### src/rtl/alu_share_if.sv
// Bundles the requester handshakes, response handshakes and ALU operand bus
// of the shared-ALU arbiter. slave = arbiter side, master = requesters + ALU.
interface alu_share_if #(
    parameter int DATA_WIDTH    = 32,
    parameter int OPCODE_LENGTH = 4
);
    logic                     req0_valid, req0_ready;
    logic [OPCODE_LENGTH-1:0] req0_op;
    logic [DATA_WIDTH-1:0]    req0_a, req0_b;
    logic                     req1_valid, req1_ready;
    logic [OPCODE_LENGTH-1:0] req1_op;
    logic [DATA_WIDTH-1:0]    req1_a, req1_b;

    logic                     rsp0_valid, rsp0_ready, rsp0_err;
    logic [DATA_WIDTH-1:0]    rsp0_data;
    logic                     rsp1_valid, rsp1_ready, rsp1_err;
    logic [DATA_WIDTH-1:0]    rsp1_data;

    logic [DATA_WIDTH-1:0]    alu_SrcA, alu_SrcB, alu_Result;
    logic [OPCODE_LENGTH-1:0] alu_Operation;

    logic                     busy, owner;

    modport slave (
        input  req0_valid, req0_op, req0_a, req0_b,
        input  req1_valid, req1_op, req1_a, req1_b,
        output req0_ready, req1_ready,
        output rsp0_valid, rsp0_data, rsp0_err,
        output rsp1_valid, rsp1_data, rsp1_err,
        input  rsp0_ready, rsp1_ready,
        output alu_SrcA, alu_SrcB, alu_Operation,
        input  alu_Result,
        output busy, owner
    );

    modport master (
        output req0_valid, req0_op, req0_a, req0_b,
        output req1_valid, req1_op, req1_a, req1_b,
        input  req0_ready, req1_ready,
        input  rsp0_valid, rsp0_data, rsp0_err,
        input  rsp1_valid, rsp1_data, rsp1_err,
        output rsp0_ready, rsp1_ready,
        input  alu_SrcA, alu_SrcB, alu_Operation,
        output alu_Result,
        input  busy, owner
    );
endinterface

### src/rtl/alu_share_arbiter.sv
// Round-robin sharing of one combinational ALU between two requesters.
// One operation in flight: IDLE (grant) -> EXEC (ALU evaluates) -> RESP (hold result).
module alu_share_arbiter #(
    parameter int DATA_WIDTH    = 32,
    parameter int OPCODE_LENGTH = 4
) (
    input  logic        clk,
    input  logic        reset,
    alu_share_if.slave  bus
);
    localparam logic [OPCODE_LENGTH-1:0] OP_NOP = OPCODE_LENGTH'(4'b1001);
    localparam logic [OPCODE_LENGTH-1:0] OP_JAL = OPCODE_LENGTH'(4'b1111);

    typedef enum logic [1:0] {IDLE, EXEC, RESP} state_t;

    state_t                   state_q, state_d;
    logic                     rr_ptr_q, rr_ptr_d;
    logic                     owner_q, owner_d;
    logic                     err_q, err_d;
    logic [OPCODE_LENGTH-1:0] op_q, op_d;
    logic [OPCODE_LENGTH-1:0] alu_op_q, alu_op_d;
    logic [DATA_WIDTH-1:0]    a_q, a_d, b_q, b_d, result_q, result_d;

    logic grant, req0_ready, req1_ready, rsp0_valid, rsp1_valid;
    logic [OPCODE_LENGTH-1:0] sel_op;

    // Next-state, grant selection and handshake outputs
    always_comb begin
        state_d    = state_q;
        rr_ptr_d   = rr_ptr_q;
        owner_d    = owner_q;
        err_d      = err_q;
        op_d       = op_q;
        alu_op_d   = alu_op_q;
        a_d        = a_q;
        b_d        = b_q;
        result_d   = result_q;
        grant      = 1'b0;
        req0_ready = 1'b0;
        req1_ready = 1'b0;
        rsp0_valid = 1'b0;
        rsp1_valid = 1'b0;
        sel_op     = bus.req0_op;
        case (state_q)
            IDLE: begin
                // Contention resolved by rr_ptr; otherwise the lone requester wins
                grant      = (bus.req0_valid && bus.req1_valid) ? rr_ptr_q : bus.req1_valid;
                req0_ready = bus.req0_valid && !grant;
                req1_ready = bus.req1_valid && grant;
                sel_op     = grant ? bus.req1_op : bus.req0_op;
                if (req0_ready || req1_ready) begin
                    op_d     = sel_op;
                    a_d      = grant ? bus.req1_a : bus.req0_a;
                    b_d      = grant ? bus.req1_b : bus.req0_b;
                    // Unsupported JAL/JALR never reaches the ALU; it sees a no-op
                    alu_op_d = (sel_op == OP_JAL) ? OP_NOP : sel_op;
                    owner_d  = grant;
                    state_d  = EXEC;
                end
            end
            EXEC: begin
                if (op_q == OP_JAL) begin
                    result_d = '0;
                    err_d    = 1'b1;
                end else begin
                    result_d = bus.alu_Result;
                    err_d    = 1'b0;
                end
                state_d = RESP;
            end
            RESP: begin
                rsp0_valid = !owner_q;
                rsp1_valid = owner_q;
                if (owner_q ? bus.rsp1_ready : bus.rsp0_ready) begin
                    rr_ptr_d = ~owner_q;
                    state_d  = IDLE;
                end
            end
            default: state_d = IDLE;
        endcase
    end

    // State and datapath registers
    always_ff @(posedge clk) begin
        if (reset) begin
            state_q  <= IDLE;
            rr_ptr_q <= 1'b0;
            owner_q  <= 1'b0;
            err_q    <= 1'b0;
            op_q     <= '0;
            alu_op_q <= OP_NOP;
            a_q      <= '0;
            b_q      <= '0;
            result_q <= '0;
        end else begin
            state_q  <= state_d;
            rr_ptr_q <= rr_ptr_d;
            owner_q  <= owner_d;
            err_q    <= err_d;
            op_q     <= op_d;
            alu_op_q <= alu_op_d;
            a_q      <= a_d;
            b_q      <= b_d;
            result_q <= result_d;
        end
    end

    assign bus.req0_ready    = req0_ready;
    assign bus.req1_ready    = req1_ready;
    assign bus.rsp0_valid    = rsp0_valid;
    assign bus.rsp1_valid    = rsp1_valid;
    assign bus.rsp0_data     = result_q;
    assign bus.rsp1_data     = result_q;
    assign bus.rsp0_err      = err_q;
    assign bus.rsp1_err      = err_q;
    assign bus.alu_SrcA      = a_q;
    assign bus.alu_SrcB      = b_q;
    assign bus.alu_Operation = alu_op_q;
    assign bus.busy          = (state_q != IDLE);
    assign bus.owner         = owner_q;
endmodule

### src/flat_wrapper.sv
// flat-port wrapper written by rule: the top's interface ports become plain ports
module alu_share_arbiter_flat 
#(
    parameter int DATA_WIDTH    = 32,
    parameter int OPCODE_LENGTH = 4
)
  (clk, reset, bus_req0_valid, bus_req0_op, bus_req0_a, bus_req0_b, bus_req1_valid, bus_req1_op, bus_req1_a, bus_req1_b, bus_req0_ready, bus_req1_ready, bus_rsp0_valid, bus_rsp0_data, bus_rsp0_err, bus_rsp1_valid, bus_rsp1_data, bus_rsp1_err, bus_rsp0_ready, bus_rsp1_ready, bus_alu_SrcA, bus_alu_SrcB, bus_alu_Operation, bus_alu_Result, bus_busy, bus_owner);
  alu_share_if #(.DATA_WIDTH(DATA_WIDTH), .OPCODE_LENGTH(OPCODE_LENGTH)) bus_i ();
  input  logic clk;
  input  logic reset;
  input wire logic [$bits(bus_i.req0_valid)-1:0] bus_req0_valid;
  input wire logic [$bits(bus_i.req0_op)-1:0] bus_req0_op;
  input wire logic [$bits(bus_i.req0_a)-1:0] bus_req0_a;
  input wire logic [$bits(bus_i.req0_b)-1:0] bus_req0_b;
  input wire logic [$bits(bus_i.req1_valid)-1:0] bus_req1_valid;
  input wire logic [$bits(bus_i.req1_op)-1:0] bus_req1_op;
  input wire logic [$bits(bus_i.req1_a)-1:0] bus_req1_a;
  input wire logic [$bits(bus_i.req1_b)-1:0] bus_req1_b;
  output wire logic [$bits(bus_i.req0_ready)-1:0] bus_req0_ready;
  output wire logic [$bits(bus_i.req1_ready)-1:0] bus_req1_ready;
  output wire logic [$bits(bus_i.rsp0_valid)-1:0] bus_rsp0_valid;
  output wire logic [$bits(bus_i.rsp0_data)-1:0] bus_rsp0_data;
  output wire logic [$bits(bus_i.rsp0_err)-1:0] bus_rsp0_err;
  output wire logic [$bits(bus_i.rsp1_valid)-1:0] bus_rsp1_valid;
  output wire logic [$bits(bus_i.rsp1_data)-1:0] bus_rsp1_data;
  output wire logic [$bits(bus_i.rsp1_err)-1:0] bus_rsp1_err;
  input wire logic [$bits(bus_i.rsp0_ready)-1:0] bus_rsp0_ready;
  input wire logic [$bits(bus_i.rsp1_ready)-1:0] bus_rsp1_ready;
  output wire logic [$bits(bus_i.alu_SrcA)-1:0] bus_alu_SrcA;
  output wire logic [$bits(bus_i.alu_SrcB)-1:0] bus_alu_SrcB;
  output wire logic [$bits(bus_i.alu_Operation)-1:0] bus_alu_Operation;
  input wire logic [$bits(bus_i.alu_Result)-1:0] bus_alu_Result;
  output wire logic [$bits(bus_i.busy)-1:0] bus_busy;
  output wire logic [$bits(bus_i.owner)-1:0] bus_owner;
  assign bus_i.req0_valid = bus_req0_valid;
  assign bus_i.req0_op = bus_req0_op;
  assign bus_i.req0_a = bus_req0_a;
  assign bus_i.req0_b = bus_req0_b;
  assign bus_i.req1_valid = bus_req1_valid;
  assign bus_i.req1_op = bus_req1_op;
  assign bus_i.req1_a = bus_req1_a;
  assign bus_i.req1_b = bus_req1_b;
  assign bus_req0_ready = bus_i.req0_ready;
  assign bus_req1_ready = bus_i.req1_ready;
  assign bus_rsp0_valid = bus_i.rsp0_valid;
  assign bus_rsp0_data = bus_i.rsp0_data;
  assign bus_rsp0_err = bus_i.rsp0_err;
  assign bus_rsp1_valid = bus_i.rsp1_valid;
  assign bus_rsp1_data = bus_i.rsp1_data;
  assign bus_rsp1_err = bus_i.rsp1_err;
  assign bus_i.rsp0_ready = bus_rsp0_ready;
  assign bus_i.rsp1_ready = bus_rsp1_ready;
  assign bus_alu_SrcA = bus_i.alu_SrcA;
  assign bus_alu_SrcB = bus_i.alu_SrcB;
  assign bus_alu_Operation = bus_i.alu_Operation;
  assign bus_i.alu_Result = bus_alu_Result;
  assign bus_busy = bus_i.busy;
  assign bus_owner = bus_i.owner;
  alu_share_arbiter #(.DATA_WIDTH(DATA_WIDTH), .OPCODE_LENGTH(OPCODE_LENGTH)) u_core (.clk(clk), .reset(reset), .bus(bus_i));
endmodule
### config.mk
export PLATFORM = sky130hd
export DESIGN_NAME = alu_share_arbiter_flat
export DESIGN_NICKNAME = d
export VERILOG_FILES = /design/src/rtl/alu_share_if.sv /design/src/rtl/alu_share_arbiter.sv /design/src/flat_wrapper.sv
export SDC_FILE = /design/constraint.sdc
export NUM_CORES = 1
export LEC_CHECK = 0
export BUFFER_PORTS_ARGS = -buffer_cell sky130_fd_sc_hd__buf_2
export CAP_MARGIN = 20
export CORE_AREA = 2 2 123 125
export CTS_CLUSTER_DIAMETER = 120
export DETAILED_ROUTE_END_ITERATION = 16
export DIE_AREA = 0 0 125 127
export GPL_TIMING_DRIVEN = 0
export PLACE_DENSITY = 0.68
export SKIP_LAST_GASP = 1
export SLEW_MARGIN = 30
export SYNTH_ARGS = -nofsm -noshare
export SYNTH_HDL_FRONTEND = slang
export SYNTH_SLANG_ARGS = --single-unit
### constraint.sdc
create_clock -name clk -period 1.2 [get_ports clk]
set_input_delay 0.06 -clock clk [delete_from_list [all_inputs] [get_ports clk]]
set_output_delay 0.06 -clock clk [all_outputs]
set_load 0.01 [all_outputs]
# ---- After elaboration in Yosys (flattened, before gate mapping)
# Index checks and enable logic that the tools add are counted.
dict set report op_classes {
  n_mux 15
  n_bitwise 1
  eq_ne 6
  n_reduce_logical 11
}
# operator n
set op_table {}
lappend op_table {{$mux 32} 3}
lappend op_table {{$eq 4x4->1 const B} 2}
lappend op_table {{$mux 4} 2}
lappend op_table {{$mux 1} 7}
lappend op_table {{$pmux 2 s3} 1}
lappend op_table {{$reduce_and 2->1} 3}
lappend op_table {{$mux 2} 2}
lappend op_table {{$ne 2x1->1 const B} 2}
lappend op_table {{$logic_and 1x1->1} 3}
lappend op_table {{$eq 2x1->1 const B} 1}
lappend op_table {{$eq 2x2->1 const B} 1}
lappend op_table {{$logic_not 1->1} 2}
lappend op_table {{$logic_not 2->1} 1}
lappend op_table {{$reduce_bool 2->1} 1}
lappend op_table {{$logic_or 1x1->1} 1}
lappend op_table {{$not 1->1} 1}
dict set report word_totals {
  out_inout_bits 140
  input_bits 174
  word_cells 42
  register_bits 109
}

# ---- Longest topological paths before layout
dict set report logic_depth {
  ltp_word 7
  ltp_mapped 7
  ltp_nobuf 4
}

# ---- Worst setup path before layout
# Ideal clock, no wire load.
dict set report synth_timing {
  path_type {reg2reg}
  from {register u_core.state_q[1]}
  to {register u_core.b_q[10] (netlist: u_core.bus.alu_SrcB[10])}
  setup_ns 0.138
  t_required_ns 1.062
  n_path_buf 3
  arrival_time_ns 1.168
  period_less_slack_ns 1.306
  stages_incl_launch_ff 7
  slack_ns -0.106
  path_cell_list {dfxtp_1 nor2_2 o21a_1 buf_2 buf_4 clkbuf_1 a211oi_1}
}
dict set report synth_via {
  elab_chain_cells 2
}
# item line
set synth_rtl {}
lappend synth_rtl {{from (decl)} alu_share_arbiter.sv:16} ;# state_t state_q, state_d;
lappend synth_rtl {{from (signal assigned)} alu_share_arbiter.sv:96} ;# state_q <= state_d;
lappend synth_rtl {{$logic_not 2->1} alu_share_arbiter.sv:44} ;# case (state_q)
lappend synth_rtl {{$reduce_and 2->1 (no source line)} --}
lappend synth_rtl {{to (signal assigned)} alu_share_arbiter.sv:93} ;# b_q <= '0;
lappend synth_rtl {{to (signal assigned)} alu_share_arbiter.sv:103} ;# b_q <= b_d;
lappend synth_rtl {{to (decl)} alu_share_arbiter.sv:22} ;# logic [DATA_WIDTH-1:0] a_q, a_d, b_q, b_d, result_q, result_d;
# No other way between the ends.
# A chain may end at the register's enable or synchronous reset.

# ---- Worst setup path after layout
dict set report layout_timing {
  from {register u_core.rr_ptr_q}
  to {output port bus_req0_ready}
}
dict set report layout_via {
  elab_chain_cells 4
}
# item line
set layout_rtl {}
lappend layout_rtl {{from (decl)} alu_share_arbiter.sv:17} ;# logic rr_ptr_q, rr_ptr_d;
lappend layout_rtl {{from (signal assigned)} alu_share_arbiter.sv:97} ;# rr_ptr_q <= rr_ptr_d;
lappend layout_rtl {{$mux 1} alu_share_arbiter.sv:47} ;# grant = (bus.req0_valid && bus.req1_valid) ? rr_ptr_q : bus.req1_valid;
lappend layout_rtl {{$logic_not 1->1} alu_share_arbiter.sv:48} ;# req0_ready = bus.req0_valid && !grant;
lappend layout_rtl {{$logic_and 1x1->1} alu_share_arbiter.sv:48}
lappend layout_rtl {{$mux 1} alu_share_arbiter.sv:44}
lappend layout_rtl {{to (decl)} flat_wrapper.sv:19} ;# output wire logic [$bits(bus_i.req0_ready)-1:0] bus_req0_ready;
# No other way between the ends.

==> summary.md <==
| Metric | Value |
|---|---|
| Avg Cell Area, Syn | `9.702 sq um` |
| DR vias | `5005` |
| CTS HTree Levels | `3` |
| Final ANT Viol Nets | `0` |
| Latest clock arrival within the worst-skew pair | `0.34 ns` |
| Crit. End Element | `output port` |
| Post-synthesis sequential area ratio | `45.35%` |
| Ratio of cells with drive above 1 in the final layout | `56.14%` |
| Comb pwr share | `31.4%` |
| Yosys reg bits | `109` |
| Area contributors post-synth | `dfxtp_1, mux2i_1, a211oi_1` |
| Initial Util | `33.36%` |
| Pleak | `4.135 nW` |
| Core area | `0.01442 sq mm` |
| CTS Buf Count | `9` |
| Routability cong. | `0.7604` |
| CTS tree | `done` |
| Nets | `1049` |
| Die height | `127 um` |
| Max-slew violations | `0` |
| Drt total wl | `16830 um` |
| Clk slew on worst S/H paths | `0.07 ns` |
| Mapped Cells | `496` |
| Crit path launch type | `flop` |
| Syn-to-layout area delta | `69.84%` |
| First-pass GRT wire length | `25260 um` |
| Failing checks | `negative setup slack` |
| Clk root buf | `clkbuf_16` |
| Final setup vio count | `99` |
| Synth Area in Compound Gates | `17.86%` |
| Slew @ Worst Pin | `0.5260 ns` |
| IO Pins | `314` |
| Synth Cell Area | `0.004812 sq mm` |
| Row count | `44` |
| Crit path time final | `1.442 ns` |
| Min-delay worst type | `primary input to flop` |
| NetSw | `3.210 mW` |
| Area share of the largest cell type after synthesis | `45.35%` |
| Hold Slack | `0.01952 ns` |
| Commonest non-fill, non-tap cell in the layout | `buf_2` |
| 1st-iter DRT viols | `114` |
| Clk_skew | `0.008724 ns` |
| Clock Power Share | `28.0%` |
| Final WS setup | `-0.2423 ns` |
| Switching share of total power | `30.56%` |
| Clock net sink count | `109` |
| Critical-path maximum fanout | `4` |
| Final period utilization | `120.2%` |
| Final HPWL DP | `11700 um` |
| Yosys synthesis warning count | `0` |
| Pre-antenna DRT Iters | `6` |
| Initial antenna violation count | `0` |
| Worst ir drop on vdd | `0.6453 mV` |
| Synth Area in Simple Gates | `10.76%` |
| Seq pwr share | `40.6%` |
| Post-Synth Adder-Cell Area | `0%` |
| Net Count, Synth | `670` |
| CTS max path bufs | `2` |
| Distinct cells, synth | `30` |
| Total global routing overflow | `0` |
| Max-slew headroom | `64.93%` |
| Die ar. | `0.01588 sq mm` |
| XOR/XNOR share of the synthesized area | `0%` |
| Number of global-route vias before repair | `4978` |
| Chip width | `125 um` |
| Largest net degree at the start of global routing | `19` |
| Fin. Hold Viols | `0` |
| Most frequent cells in the layout | `buf_2, nor2_1, dfxtp_1` |
| Worst EP arrival | `1.38 ns` |
| Area leader, netlist | `dfxtp_1` |
| F_max | `693.3 MHz` |
| Drt wl/cell | `15.80 um` |
| Largest family of logic cells by synthesized area | `compound AO/OA/AOI/OAI gates` |
| Int Power | `7.293 mW` |
| Status | `finished with violations` |
| Vias per std cell | `4.700` |
| RSZ-0062 raised after global routing | `true` |
| Post-route DRC | `0` |
| Final core occ | `56.66%` |
| Worst EP required | `1.14 ns` |
| Total GRT Usage | `19.65%` |
| Max Cap Viol | `0` |
| P per Cell Area | `1285 mW/mm^2` |
| I/O Buffers | `312` |
| Post-synthesis mux area share | `13.94%` |
| Crit path kind | `flop to output port` |
-- state kept, by name, summed over array words and instances (netlist names) --
| register | count |
|---|---|
| u_core.bus.alu_SrcA | 32 |
| u_core.bus.alu_SrcB | 32 |
| u_core.bus.rsp0_data | 32 |
| u_core.bus.alu_Operation | 4 |
| u_core.op_q | 4 |
| u_core.state_q | 2 |
| u_core.bus.owner | 1 |
| u_core.bus.rsp0_err | 1 |
| u_core.rr_ptr_q | 1 |
-- cells in the mapped netlist, drive strengths merged --
cell     count
dfxtp      109
nor2       107
mux2i       67
a211oi      66
buf         56
a22oi       32
clkbuf      20
o21ai        6
inv          5
nor2b        4
a21oi        3
nand2        3
nor3         3
nand2b       2
o211a        2
o2bb2ai      2
a2bb2oi      1
a41oi        1
and2         1
and3         1
and4         1
nand4        1
o2111ai      1
o21a         1
or2          1
-- layout make-up --
| type | count | area, sq um |
|---|---|---|
| Fill cell | 1306 | 6251 |
| Multi-Input combinational cell | 306 | 2442 |
| Timing Repair Buffer | 371 | 2307 |
| Sequential cell | 109 | 2191 |
| Buffer | 73 | 686.9 |
| Clock buffer | 11 | 252.7 |
| Tap cell | 184 | 230.2 |
| Clock inverter | 5 | 41.29 |
| Inverter | 5 | 18.77 |
| Antenna cell | 1 | 2.502 |
-- worst max-delay path: stages, from the launching register on --
cell,delay (ns)
dfxtp_4,0.36
nor2b_4,0.11
nand2b_4,0.18
buf_12,0.12
and3_4,0.17
buf_6,0.10
-- logic make-up (layout without fill, tap and decap cells) --
| logic type | count (synthesis) | after routing |
|---|---|---|
| mux | 67 | 67 |
| buf+inv | 81 | 465 |
| simple gates | 124 | 124 |
| flops | 109 | 109 |
| compound gates | 115 | 115 |
| other cells | 0 | 1 |
-- what timing repair did --
action | in CTS | in global routing
pin swaps | 10 | 9
cloned | 5 | 5
gates resized for setup | 75 | 78
buffers inserted | 14 | 4
endpoints found under the hold margin | 34 | 0
setup endpoints to repair | 113 | 114
hold buffers | 33 | 0
-- power groups by stage --
stage,clock network (mW),logic [mW],registers (mW)
floorplan,0,1.35,4.48
global placement,0,2.56,4.31
detailed placement,0,2.58,4.32
CTS,3.02,3.05,4.26
global route,3.14,3.56,4.31
finish,2.94,3.30,4.26
-- final timing paths --
| check | from | to | slack, ns | depth (start not counted) |
|---|---|---|---|---|
| hold reg to reg | u_core.bus.alu_Operation[1] | u_core.bus.alu_Operation[1] | 0.46 | 1 |
| setup / recovery | u_core.rr_ptr_q | bus_req0_ready | -0.24 | 5 |
| setup reg to reg | u_core.rr_ptr_q | u_core.bus.alu_SrcB[30] | -0.24 | 6 |
| hold / removal | bus_rsp0_ready | u_core.state_q[1] | 0.02 | 4 |
-- layer usage --
metal | vias up | GRT usage [%] | share of wire, %
met5 | - | 0 | 0
met4 | 0 | 6.078 | 1.4
met3 | 19 | 3.769 | 5.2
met2 | 164 | 35.45 | 52
met1 | 2332 | 23.71 | 41
li1 | 2490 | - | -
-- through the flow --
stage                     worst slack [ns]  area, sq um  power [mW]  instances  setup TNS, ns
after floorplan                   -0.02377         4867       5.837        496         -1.749
after global placement             -0.5158         6659       6.873        992         -36.76
after detailed placement           -0.5334         6659       6.904        992         -36.77
after CTS                          -0.3044         7816       10.33       1059         -23.53
after global routing               -0.3037         8170       11.02       1064         -22.34
final                              -0.2423         8173       10.50       1065         -15.43
(Power assumes the default switching activity.)
